===== src/rtl/vq_compress_ctrl.sv =====
// rtl/vq_compress_ctrl.sv - frame sequencer for the 8-entry Manhattan-distance VQ codebook unit
// Loads 8 codewords, streams pixels through a 3-stage pipeline, writes argmin indices and sums the error.
module vq_compress_ctrl #(
  parameter int NUM_PIX = 4096,
  parameter int PIX_AW  = 12,
  parameter int DW      = 10,
  parameter int ERR_W   = 22
) (
  input  logic                clk,
  input  logic                rst,
  input  logic                start,
  output logic                busy,
  output logic                done,
  output logic [2:0]          cb_addr,
  input  logic [23:0]         cb_data,
  output logic [PIX_AW-1:0]   px_addr,
  input  logic [23:0]         px_data,
  output logic [23:0]         man_data,
  output logic                man_wen,
  output logic [2:0]          man_addr_w,
  output logic                man_data_en,
  input  logic [8*DW-1:0]     d_in,
  output logic                idx_wen,
  output logic [PIX_AW-1:0]   idx_addr,
  output logic [2:0]          idx_data,
  output logic [ERR_W-1:0]    err_sum
);

  typedef enum logic [2:0] {S_IDLE, S_LOAD, S_STREAM, S_DRAIN, S_FIN} state_t;

  localparam logic [PIX_AW-1:0] LAST_PIX = PIX_AW'(NUM_PIX - 1);

  state_t              state_q, state_d;
  logic                busy_q, busy_d;
  logic                done_q, done_d;
  logic [2:0]          cb_addr_q, cb_addr_d;
  logic [3:0]          ld_cnt_q, ld_cnt_d;
  logic [PIX_AW-1:0]   px_addr_q, px_addr_d;
  logic                man_wen_q, man_wen_d;
  logic [2:0]          man_addr_w_q, man_addr_w_d;
  logic                man_data_en_q, man_data_en_d;
  logic [PIX_AW-1:0]   a1_q, a1_d;
  logic                v2_q, v2_d;
  logic [PIX_AW-1:0]   a2_q, a2_d;
  logic                idx_wen_q, idx_wen_d;
  logic [PIX_AW-1:0]   idx_addr_q, idx_addr_d;
  logic [2:0]          idx_data_q, idx_data_d;
  logic [ERR_W-1:0]    err_sum_q, err_sum_d;

  logic [2:0]          min_idx;
  logic [DW-1:0]       min_dist;
  logic [DW-1:0]       d_k;

  // Strict less-than keeps the earliest slot on ties.
  always_comb begin
    min_idx  = 3'd0;
    min_dist = d_in[DW-1:0];
    d_k      = '0;
    for (int k = 1; k < 8; k++) begin
      d_k = d_in[k*DW +: DW];
      if (d_k < min_dist) begin
        min_dist = d_k;
        min_idx  = 3'(k);
      end
    end
  end

  always_comb begin
    state_d       = state_q;
    busy_d        = busy_q;
    done_d        = 1'b0;
    cb_addr_d     = cb_addr_q;
    ld_cnt_d      = ld_cnt_q;
    px_addr_d     = px_addr_q;
    man_wen_d     = 1'b0;
    man_addr_w_d  = man_addr_w_q;
    man_data_en_d = 1'b0;
    a1_d          = px_addr_q;
    v2_d          = man_data_en_q;
    a2_d          = a1_q;
    idx_wen_d     = 1'b0;
    idx_addr_d    = idx_addr_q;
    idx_data_d    = idx_data_q;
    err_sum_d     = err_sum_q;

    if (v2_q) begin
      idx_wen_d  = 1'b1;
      idx_addr_d = a2_q;
      idx_data_d = min_idx;
      err_sum_d  = err_sum_q + ERR_W'(min_dist);
    end

    case (state_q)
      S_IDLE: begin
        if (start) begin
          state_d   = S_LOAD;
          busy_d    = 1'b1;
          err_sum_d = '0;
          cb_addr_d = 3'd0;
          ld_cnt_d  = 4'd0;
        end
      end
      S_LOAD: begin
        // Counts 0..7 issue ROM addresses; count 8 is the cycle slot 7 gets written.
        if (!ld_cnt_q[3]) begin
          man_wen_d    = 1'b1;
          man_addr_w_d = cb_addr_q;
          ld_cnt_d     = ld_cnt_q + 4'd1;
          if (cb_addr_q != 3'd7) begin
            cb_addr_d = cb_addr_q + 3'd1;
          end
        end else begin
          state_d   = S_STREAM;
          px_addr_d = '0;
        end
      end
      S_STREAM: begin
        man_data_en_d = 1'b1;
        if (px_addr_q == LAST_PIX) begin
          state_d = S_DRAIN;
        end else begin
          px_addr_d = px_addr_q + 1'b1;
        end
      end
      S_DRAIN: begin
        if (idx_wen_q && (idx_addr_q == LAST_PIX)) begin
          state_d = S_FIN;
          done_d  = 1'b1;
          busy_d  = 1'b0;
        end
      end
      S_FIN: begin
        state_d = S_IDLE;
      end
      default: begin
        state_d = S_IDLE;
        busy_d  = 1'b0;
      end
    endcase
  end

  always_ff @(posedge clk) begin
    if (rst) begin
      state_q       <= S_IDLE;
      busy_q        <= 1'b0;
      done_q        <= 1'b0;
      cb_addr_q     <= '0;
      ld_cnt_q      <= '0;
      px_addr_q     <= '0;
      man_wen_q     <= 1'b0;
      man_addr_w_q  <= '0;
      man_data_en_q <= 1'b0;
      a1_q          <= '0;
      v2_q          <= 1'b0;
      a2_q          <= '0;
      idx_wen_q     <= 1'b0;
      idx_addr_q    <= '0;
      idx_data_q    <= '0;
      err_sum_q     <= '0;
    end else begin
      state_q       <= state_d;
      busy_q        <= busy_d;
      done_q        <= done_d;
      cb_addr_q     <= cb_addr_d;
      ld_cnt_q      <= ld_cnt_d;
      px_addr_q     <= px_addr_d;
      man_wen_q     <= man_wen_d;
      man_addr_w_q  <= man_addr_w_d;
      man_data_en_q <= man_data_en_d;
      a1_q          <= a1_d;
      v2_q          <= v2_d;
      a2_q          <= a2_d;
      idx_wen_q     <= idx_wen_d;
      idx_addr_q    <= idx_addr_d;
      idx_data_q    <= idx_data_d;
      err_sum_q     <= err_sum_d;
    end
  end

  // ROM data for the address issued last cycle goes straight to the distance unit.
  assign man_data    = (state_q == S_LOAD) ? cb_data : px_data;
  assign busy        = busy_q;
  assign done        = done_q;
  assign cb_addr     = cb_addr_q;
  assign px_addr     = px_addr_q;
  assign man_wen     = man_wen_q;
  assign man_addr_w  = man_addr_w_q;
  assign man_data_en = man_data_en_q;
  assign idx_wen     = idx_wen_q;
  assign idx_addr    = idx_addr_q;
  assign idx_data    = idx_data_q;
  assign err_sum     = err_sum_q;

endmodule


===== config.mk =====
export PLATFORM = sky130hd
export DESIGN_NAME = vq_compress_ctrl
export DESIGN_NICKNAME = d
export VERILOG_FILES = /design/src/rtl/vq_compress_ctrl.sv
export SDC_FILE = /design/constraint.sdc
export NUM_CORES = 1
export LEC_CHECK = 0
export BUFFER_PORTS_ARGS = -buffer_cell sky130_fd_sc_hd__buf_2
export CORE_ASPECT_RATIO = 1.1
export CORE_UTILIZATION = 41
export CTS_CLUSTER_DIAMETER = 60
export CTS_CLUSTER_SIZE = 25
export DETAILED_ROUTE_END_ITERATION = 6
export PLACE_DENSITY_LB_ADDON = 0.2
export REMOVE_ABC_BUFFERS = 1
export SETUP_SLACK_MARGIN = 0.5
export SYNTH_ARGS = -nofsm -noshare
export SYNTH_HDL_FRONTEND = slang
export SYNTH_SLANG_ARGS = --single-unit

===== constraint.sdc =====
create_clock -name clk -period 22.1 [get_ports clk]
set_clock_uncertainty 0.2 [all_clocks]
set_input_delay 3.315 -clock clk [delete_from_list [all_inputs] [get_ports clk]]
set_output_delay 3.315 -clock clk [all_outputs]
set_load 0.01 [all_outputs]

=== Yosys cells after proc, flatten, opt, wreduce, memory -nomap -nowiden ===
Cells that the tools add are included.
Widths: inputs -> output; s select.

* Add/sub/neg operators: 4
* Order comparisons: 7
* Equality and inequality tests: 14
* Multiplexer cells: 40
* Bitwise logic cells: 4
* Reductions and logical operators: 14

{| class="wikitable"
|+ Operator list
! operator !! number
|-
| $lt 10x10->1 || 7
|-
| $mux 10 || 7
|-
| $mux 22 || 3
|-
| $mux 3 || 13
|-
| $eq 12x12->1 const B || 2
|-
| $mux 12 || 2
|-
| $mux 24 || 1
|-
| $pmux 12 s2 || 1
|-
| $add 22x10->22 || 1
|-
| $ne 2x2->1 const B || 7
|-
| $add 12x1->12 const B || 1
|-
| $pmux 3 s4 || 1
|-
| $reduce_and 3->1 || 3
|-
| $mux 4 || 2
|-
| $pmux 4 s2 || 1
|-
| $reduce_and 4->1 || 2
|-
| $mux 1 || 7
|-
| $eq 3x2->1 const B || 2
|-
| $pmux 3 s2 || 1
|-
| $add 4x1->4 const B || 1
|-
| $not 1->1 || 4
|-
| $reduce_and 2->1 || 2
|-
| $reduce_bool 2->1 || 2
|-
| $reduce_or 2->1 || 2
|-
| other kinds (8) || 8
|}

* Register bits: 92
* Bits of input ports: 131

=== Depth between registers and ports, before layout ===
Gate-level depths: netlist of the first run.

* Word-level depth: 18
* Gate-level depth with buffers: 93
* Depth with buffers taken out: 84

=== Worst setup path before layout of the first run ===
Ideal clock, no wire load.

* Path kind: input port to flip-flop
* From: input d_in[7]
* To: register err_sum_q[20] (netlist: err_sum[20])
* Arrival: 19.409 ns
* Required time: 21.772 ns
* Setup slack: 2.363 ns
* Stages: 89
* Buffers on the path: 9
* Path through: inv_1 ha_1 a211oi_1 nor2_1 a211o_1 nor2_2 clkbuf_1 a21oi_1 ha_1 nand2_1 nor2_1 nand2_1 a311oi_1 a21oi_1 o21ai_1 clkbuf_1 o21ai_0 ha_1 [53 not listed] o21ai_0 a32oi_1 a221oi_1 and2_1 buf_1 o31ai_1 ha_1 a21oi_1 a21boi_0 o21ai_0 a21boi_0 o21ai_0 a21boi_0 o21ai_0 a21boi_0 nand3_1 xor2_1 nor2_1

* Cells in the longest elaborated chain, start to end: 18

{| class="wikitable"
|+ Ends and longest elaborated chain
! what !! line !! text
|-
| start: declaration || 22 || <nowiki>input logic [8*DW-1:0] d_in,</nowiki>
|-
| $lt 10x10->1 || 61 || <nowiki>if (d_k < min_dist) begin</nowiki>
|-
| $mux 10 (*) || 61 ||
|-
| $lt 10x10->1 || 61 ||
|-
| $mux 10 (*) || 61 ||
|-
| $lt 10x10->1 || 61 ||
|-
| $mux 10 (*) || 61 ||
|-
| $lt 10x10->1 || 61 ||
|-
| $mux 10 (*) || 61 ||
|-
| [2 not listed] || n/a ||
|-
| $lt 10x10->1 || 61 ||
|-
| $mux 10 (*) || 61 ||
|-
| $lt 10x10->1 || 61 ||
|-
| $mux 10 (*) || 61 ||
|-
| $add 22x10->22 (*) || 90 || <nowiki>err_sum_d = err_sum_q + ERR_W'(min_dist);</nowiki>
|-
| $mux 22 (*) || 86 || <nowiki>if (v2_q) begin</nowiki>
|-
| $mux 22 || 95 || <nowiki>if (start) begin</nowiki>
|-
| $mux 22 (*) || 93 || <nowiki>case (state_q)</nowiki>
|-
| end signal: assignment || 176 || <nowiki>err_sum_q <= err_sum_d;</nowiki>
|-
| end: declaration || 48 || <nowiki>logic [ERR_W-1:0] err_sum_q, err_sum_d;</nowiki>
|}

Mark *: on every way between the ends. The rest lies on a longest branch, timed or not.
A chain may end at the register's enable or synchronous reset.

=== Worst setup path in the final report of the first run ===
* From: input d_in[7]
* To: register err_sum_q[15] (netlist: err_sum[15])

The elaborated chain is that of the path after synthesis.

==> results of run 1 <==
==> layout make-up <==
| class | instances | area (sq um) |
|---|---|---|
| Timing Repair Buffer | 228 | 1176 |
| Tap cell | 234 | 292.8 |
| Clock inverter | 6 | 73.82 |
| Multi-Input combinational cell | 747 | 5066 |
| Inverter | 26 | 97.59 |
| Clock buffer | 9 | 225.2 |
| Fill cell | 1694 | 8243 |
| Sequential cell | 92 | 1842 |
==> routing by layer <==
metal	global-route usage	up-vias	wire length, microns
li1	-	3689	-
met1	0.2621	3241	8626
met2	0.3983	268	9969
met3	0.02979	18	1218
met4	0.05820	0	339
met5	0	-	0
==> power groups by stage <==
stage	Combinational [W]	Clock, W	Sequential (W)
after floorplan	0.000472	0	0.000172
after global routing	0.000721	0.000164	0.000168
after CTS	0.000623	0.000157	0.000168
final	0.000654	0.000154	0.000168
after detailed placement	0.000620	0	0.000172
after global placement	0.000616	0	0.000172
==> metrics by stage <==
step / instance area (sq um) / hold slack (ns) / total power (W)
6_report: 8773 / 0.2373 / 0.0009755
5_1_grt: 8773 / 0.2611 / 0.001053
4_1_cts: 8652 / 0.2405 / 0.0009477
3_5_place_dp: 8353 / 0.2253 / 0.0007916
3_3_place_gp: 8353 / 0.2159 / 0.0007874
2_1_floorplan: 6949 / 0.2138 / 0.0006431
==> cells in the mapped netlist (all sizes together), types with 20 or more instances <==
master,number,share of area
a21o,26,0.028
a21oi,58,0.042
clkbuf,26,0.014
dfxtp,92,0.26
ha,74,0.13
inv,26,0.014
mux2i,20,0.028
nand2,135,0.072
nand3,35,0.025
nor2,94,0.051
nor2b,30,0.026
o21ai,56,0.042
==> registers in the layout (all words and copies together) (netlist names), 3 cells and up <==
name,flops
state_q,3
idx_addr,12
err_sum,22
px_addr,12
a2_q,12
man_addr_w,3
ld_cnt_q,4
cb_addr,3
a1_q,12
idx_data,3
==> timing repair <==
action                     in CTS  in global routing
resized for setup               0                 16
hold buffers                    0                  0
setup endpoints to repair       0                 17
buffers inserted                0                  9
==> worst max-delay path: cells and delay by family <==
kind            cells  cell delay, ns
compound gates     53           11.28
xor+xnor            1            0.17
simple gates       16            2.64
fa+ha+maj           8            2.36
buf+inv             4            0.52
==> final timing paths <==
kind                                                 end                    start  cells past startpoint  slack, ns
worst max-delay path              err_sum[15]$_SDFF_PP0_                  d_in[7]                     82       1.79
worst min-delay path                 a2_q[11]$_SDFF_PP0_      a1_q[11]$_SDFF_PP0_                      1       0.24
worst max register to register  px_addr[11]$_SDFFE_PP0P_  state_q[2]$_SDFFE_PP0P_                      8      18.60
worst min register to register       a2_q[11]$_SDFF_PP0_      a1_q[11]$_SDFF_PP0_                      1       0.24
==> kinds of logic after synthesis <==
kind of cell             Yosys count  synth area share
buffers and inverters             64           0.03845
AO/OA/AOI/OAI                    263            0.2757
multiplexers                      21           0.02967
AND/OR/NAND/NOR                  363            0.2353
flip-flops                        92            0.2585
XOR/XNOR                          23           0.02827
adder cells (fa/ha/maj)           76            0.1342
==> impl_metrics.toml, run 1 <==
[critical_path]
cp-end-kind = "flop"
cp_slowest_cell = "o41a_2"
cp_common_cell = "a21o_1"
arrival_ns = 20.30
worstPathMaxFanout = 18
crit_required_ns = 22.09
worstSetupStartpointType = "input port"
crit_type = "in2reg"
critical-path-max-stage-delay_ns = 0.52

[power_and_ir_drop]
comb_power_share = 0.670
power_density_nw_per_um2 = 111.2
p_seq_frac = 0.172
internal_power_w = 0.0005259
p_switching_w = 0.0004496
swShare = 0.4609
leakagePower_nw = 4.178
pwr-share-clk = 0.158
ir_worst_vdd_uv = 57.98

[worst_hold_path]
hp-class = "reg2reg"

[floorplan]
initial_core_util = 0.4188
die_width_microns = 127.7
io_pins = 215
die-height_microns = 140.3
core_sq_um = 17020
placementRows = 50
die-area_sq_um = 17910

[logic_synthesis]
synth_seq_cells = 92
synth-seq-area-share = 0.2585
synthesis.area_per_instance_sq_um = 7.900
synth-async-reset-ratio = 0
synthCells = 902
synth_area_sq_um = 7126
synth_cell_types = 76
synth_warnings = 0
synth_ff_type = "dfxtp_1"
synth-edff-count = 0

[place]
place_congestion = 0.9355
post-place-ws_ns = 0.3132
portBuffers = 214
dp_hpwl_microns = 16050
dpl.cell_count = 1317

[layout]
n_antenna_cell = 0
layout_common_cells = "buf_2, nand2_1, dfxtp_1"
fin_nets = 1310
final_util = 0.5156
area_growth_pct = 23.13
drive_gt1_frac = 0.2662
instances_no_fill = 1342
layout_commonest_cell = "buf_2"

[global_routing]
grt_max_degree = 61
track_usage = 0.2168
grt_pass1_vias = 6407
antenna_found_initial = 0
grt_overflow_total = 0
grt_first_pass_wirelength_microns = 31220

[detailed_routing]
route.vias.total = 7216
drc = 0
drtIter0Drc = 365
drt-total-wl_microns = 20150
antenna_left = 0
first_pass_iters = 5
wl_per_cell_microns = 15.02
via_per_inst = 5.377

[clocking]
clock_path_buffers = 2
cts_buffers = 9
clk_latency_ns = 0.34
cts.sinks = 92
cts_root_buf = "clkbuf_16"
htree_levels = 3
cts_tree = "yes"
cts.clk_slew.worst_paths_ns = 0.06

[timing]
fmax_mhz = 49.24
finalHoldViolations = 0
post-route-period-util = 0.9190
final-setup-viol-count = 0
tightest_slew_ns = 1.145
setup_ws_ns = 1.790
fin_crit_ns = 20.31
finalSetupTns_ns = 0
report.final.slew_viol_count = 0
slew_headroom = 0.2361
rsz0062_at_grt = "false"

[flow_run]
drv_cap = 0

[run_status]
outcome = "completed"
Note: power is estimated with default switching activity, not from simulation.
==> inputs of run 2 (changes only) <==
--- a/config.mk
+++ b/config.mk
@@ -11,3 +11,2 @@
 export CTS_CLUSTER_DIAMETER = 60
-export CTS_CLUSTER_SIZE = 25
 export DETAILED_ROUTE_END_ITERATION = 6
==> constraint.sdc (replaced) <==
create_clock -name clk -period 22.1 [get_ports clk]
set_clock_uncertainty 0.2 [all_clocks]
set_input_delay 1.105 -clock clk [delete_from_list [all_inputs] [get_ports clk]]
set_output_delay 1.105 -clock clk [all_outputs]
set_load 0.01 [all_outputs]
==> run 2 against run 1 <==
  * Flip-flop and latch count stayed put
  * Worst hold slack worse by 0.0029 ns
  * Combinational power is 3.5% lower
  * Cell count is 0.82% lower
  * Utilization is 0.83 points lower
  * Maximum frequency is 2.8% higher
  * First-iteration DRC count is 11% higher
  * Highest routed layer unchanged
  * Total power is 2.7% lower
==> impl_metrics.toml, run 2 (synthesis results as in run 1) <==
[global_routing]
track_usage = 0.2235
grt_overflow_total = 0
grt_max_degree = 61
grt_pass1_vias = 6568
met3_usage = 0.03170
antenna_found_initial = 0
grt_use_met2 = 0.4009
grt_first_pass_wirelength_microns = 31730
met1_usage = 0.2692
grt.busiest_layer = "met2"

[detailed_routing]
route.vias.total = 7175
wl_per_cell_microns = 15.31
first_pass_iters = 5
antenna_left = 0
drt-total-wl_microns = 20380
via_per_inst = 5.391
drc = 0
drtIter0Drc = 405

[flow_run]
drv_cap = 0

[critical_path]
cp-end-kind = "flop"
crit_type = "in2reg"
arrival_ns = 19.75
timing.rr.start = "state_q[2]$_SDFFE_PP0P_"
r2r_slack_ns = 18.56
cp_slowest_cell = "o21ai_1"
critical-path-max-stage-delay_ns = 0.69
worstSetupStartpointType = "input port"
crit_start = "d_in[7]"
cp_common_cell = "a21o_1"
rr_endpoint = "px_addr[9]$_SDFFE_PP0P_"
crit_required_ns = 22.09
reg2reg_depth = 8
worstPathMaxFanout = 26

[place]
place_congestion = 0.9101
portBuffers = 214
dpl.cell_count = 1315
dp_hpwl_microns = 16450

[timing]
tightest_slew_ns = 1.143
fmax_mhz = 50.60
slew_headroom = 0.2372
post-route-period-util = 0.8942
rsz0062_at_grt = "false"
finalHoldViolations = 0
finalSetupTns_ns = 0
report.final.slew_viol_count = 0
fin_crit_ns = 19.76
final-setup-viol-count = 0

[layout]
instances_no_fill = 1331
layout_commonest_cell = "buf_2"
largest_reg_flops = 22
fin_nets = 1298
n_antenna_cell = 0
drive_gt1_frac = 0.2516
nFillCells = 1688
area_growth_pct = 21.14
final_util = 0.5073
layout_common_cells = "buf_2, nand2_1, dfxtp_1"

[worst_hold_path]
hp-class = "reg2reg"
holdPathEnd = "a2_q[11]$_SDFF_PP0_"
whs_path_depth = 1
min-delay-start = "a1_q[11]$_SDFF_PP0_"

[power_and_ir_drop]
leakagePower_nw = 4.115
power_w = 0.0009489
power_density_nw_per_um2 = 109.9
ir_worst_vdd_uv = 58.98

[floorplan]
die_width_microns = 127.7
io_pins = 215
core_sq_um = 17020
die-area_sq_um = 17910
placementRows = 50
die-height_microns = 140.3
initial_core_util = 0.4188

[clocking]
htree_levels = 3
clock_path_buffers = 2
postCtsHoldBufs = 0
cts.sinks = 92
cts_buffers = 9
post_cts_buffers = 0
cts.clk_slew.worst_paths_ns = 0.06
cts_root_buf = "clkbuf_16"
cts_tree = "yes"
ctsResizeCount = 0
clk_latency_ns = 0.34

[run_status]
outcome = "completed"
-- run 2: critical path, delay by kind of cell --
family | cells | cell delay (ns)
compound gates | 47 | 11.51
xor+xnor | 1 | 0.15
fa+ha+maj | 8 | 2.54
buf+inv | 3 | 0.34
mux | 1 | 0.31
simple gates | 19 | 3.81
-- run 2: how the worst max path moves through the flow --
stage / endpoint / slack, ns / cells past startpoint
floorplan: err_sum[20]$_SDFF_PP0_ / 4.17 / 77
global placement: err_sum[20]$_SDFF_PP0_ / 2.58 / 79
detailed placement: err_sum[18]$_SDFF_PP0_ / 2.24 / 79
CTS: err_sum[18]$_SDFF_PP0_ / 2.48 / 79
global route: err_sum[18]$_SDFF_PP0_ / 0.88 / 79
finish: err_sum[18]$_SDFF_PP0_ / 2.34 / 79
-- run 2: area by class of cell --
cell class | count | area [sq um] | share of cell area
tap | 234 | 292.8 | 0.03392
inverter | 26 | 97.59 | 0.01131
multi-input combinational | 746 | 5012 | 0.5807
sequential | 92 | 1842 | 0.2134
clock inverter | 6 | 55.05 | 0.006378
clock buffer | 10 | 239.0 | 0.02769
timing repair buffer | 217 | 1094 | 0.1267
-- run 2: report_power, final --
part / switching (W) / internal [W]
registers: 0.00000121 / 0.000167
clock network: 0.0000688 / 0.0000815
logic: 0.000378 / 0.000252
total: 0.000448 / 0.000501
-- run 2: stage by stage --
step                instance area (sq um)  setup WS, ns  hold slack [ns]
floorplan                            6949         4.167           0.2138
CTS                                  8632         2.484           0.2403
global placement                     8338         2.580           0.2152
detailed placement                   8338         2.239           0.2220
finish                               8632         2.337           0.2344
global route                         8632        0.8779           0.2487
-- run 2: metal layers --
metal  up-vias  share of wire  wire, microns
met5         -              0              0
met4         0          0.020            413
met3        25          0.057           1158
met2       256           0.49           9905
met1      3238           0.44           8901
li1       3656              -              -
==> inputs of run 3 (changes only) <==
Settings changed: CORE_UTILIZATION 41 to 45.
==> run 3 against run 2 <==
  * Flip-flop and latch count stayed put
  * Global-route usage is 0.29 points higher
  * Utilization is 5.6 points higher
  * Die area is 8.8% lower
  * Via count is 0.35% higher
  * Maximum frequency hardly changed
  * Worst hold slack better by 0.0037 ns
  * Clock-buffer cell count is 1 lower
  * Final area is 0.22% lower
  * Total power is 0.31% higher
  * First-iteration DRC count is 13% lower
  * Register-to-register slack better by 0.08 ns
==> impl_metrics.toml, run 3 (synthesis results as in run 1) <==
[power_and_ir_drop]
swShare = 0.4654
p_switching_w = 0.0004430
internal_power_w = 0.0005088
pwr-share-clk = 0.169
leakagePower_nw = 4.130
power_density_nw_per_um2 = 110.5
ir_worst_vdd_uv = 52.36
comb_power_share = 0.655
p_seq_frac = 0.176

[timing]
rsz0062_at_grt = "false"
report.final.slew_viol_count = 0
whs_ns = 0.2381
fmax_mhz = 50.56
post-route-period-util = 0.8950
slew_headroom = 0.2277
final-setup-viol-count = 0
finalHoldViolations = 0
finalSetupTns_ns = 0
fin_crit_ns = 19.78
tightest_slew_ns = 1.157

[detailed_routing]
drtIter0Drc = 353
via_per_inst = 5.568
drc = 0
first_pass_iters = 6
wl_per_cell_microns = 14.88
antenna_left = 0
drt-total-wl_microns = 19240
route.vias.total = 7200

[floorplan]
initial_core_util = 0.4660
core_sq_um = 15290
die_width_microns = 122.0
die-area_sq_um = 16340
die-height_microns = 134.0
io_pins = 215
placementRows = 47

[critical_path]
arrival_ns = 19.77
r2r_slack_ns = 18.64
worstSetupStartpointType = "input port"
cp-end-kind = "flop"
crit_buf_inv = 3
crit_required_ns = 22.09
critical-path-max-stage-delay_ns = 0.67
worstPathMaxFanout = 26
crit_type = "in2reg"
cp_common_cell = "a21o_1"
cp_slowest_cell = "a221oi_1"
path_delay_family = "compound AO/OA/AOI/OAI gates"

[clocking]
cts.clk_slew.worst_paths_ns = 0.07
cts_tree = "yes"
cts.sinks = 92
clk_latency_ns = 0.34
cts_buffers = 9
cts_root_buf = "clkbuf_16"
htree_levels = 3
clock_path_buffers = 2
post_cts_buffers = 0

[layout]
drive_gt1_frac = 0.2525
n_antenna_cell = 0
largest_reg_flops = 22
area_growth_pct = 20.88
fin_nets = 1298
fin_area_sq_um = 8613
layout_common_cells = "buf_2, nand2_1, dfxtp_1"
layout_commonest_cell = "buf_2"

[place]
place_congestion = 0.9084
dp_hpwl_microns = 15400
portBuffers = 214
dpl_cell_area_sq_um = 8290

[run_status]
outcome = "completed"

[global_routing]
grt_max_degree = 61
track_usage = 0.2264
grt_pass1_vias = 6469
antenna_found_initial = 0
grt_first_pass_wirelength_microns = 29830
grt_overflow_total = 0

[worst_hold_path]
hp-class = "reg2reg"

[flow_run]
drv_cap = 0
[run 3: worst paths after layout]
check                               start                       to  depth (start not counted)
hold / removal         a1_q[6]$_SDFF_PP0_       a2_q[6]$_SDFF_PP0_                          1
setup / recovery                  d_in[7]   err_sum[20]$_SDFF_PP0_                         78
setup reg to reg  state_q[2]$_SDFFE_PP0P_  px_addr[9]$_SDFFE_PP0P_                          8
hold reg to reg        a1_q[6]$_SDFF_PP0_       a2_q[6]$_SDFF_PP0_                          1
[run 3: layer usage]
layer / track usage / wire, microns / vias up
met5: 0 / 0 / -
met4: 0.07202 / 355 / 0
met3: 0.03019 / 1032 / 23
met2: 0.4109 / 9569 / 228
met1: 0.2713 / 8281 / 3290
li1: - / - / 3659
[run 3: layout make-up]
type	instances	area [sq um]
fillers	1478	6676
multi-input cells	746	5016
clock buffers	9	225.2
well taps	196	245.2
flip-flops and latches	92	1842
repair buffers	217	1094
clock inverters	7	93.84
inverters	26	97.59
[run 3: repair_timing]
item | in CTS | in global routing
hold buffers | 0 | 0
setup endpoints to repair | 0 | 4
resized for setup | 0 | 1
[run 3: per-stage QoR]
step | cells | utilization | worst slack, ns | power [W]
finish | 1293 | 0.5633 | 2.320 | 0.0009518
global route | 1293 | 0.5633 | 0.6615 | 0.001032
CTS | 1293 | 0.5631 | 2.204 | 0.0009545
detailed placement | 1277 | 0.5422 | 1.916 | 0.0007904
global placement | 1277 | 0.5422 | 2.485 | 0.0007887
floorplan | 864 | - | 4.167 | 0.0006431
[run 3: power by group through the flow]
stage / sequential, W / combinational (W) / clock [W]
after floorplan: 0.000172 / 0.000472 / 0
after global placement: 0.000171 / 0.000617 / 0
after detailed placement: 0.000171 / 0.000619 / 0
after CTS: 0.000168 / 0.000622 / 0.000165
after global routing: 0.000168 / 0.000693 / 0.000172
final: 0.000168 / 0.000623 / 0.000161
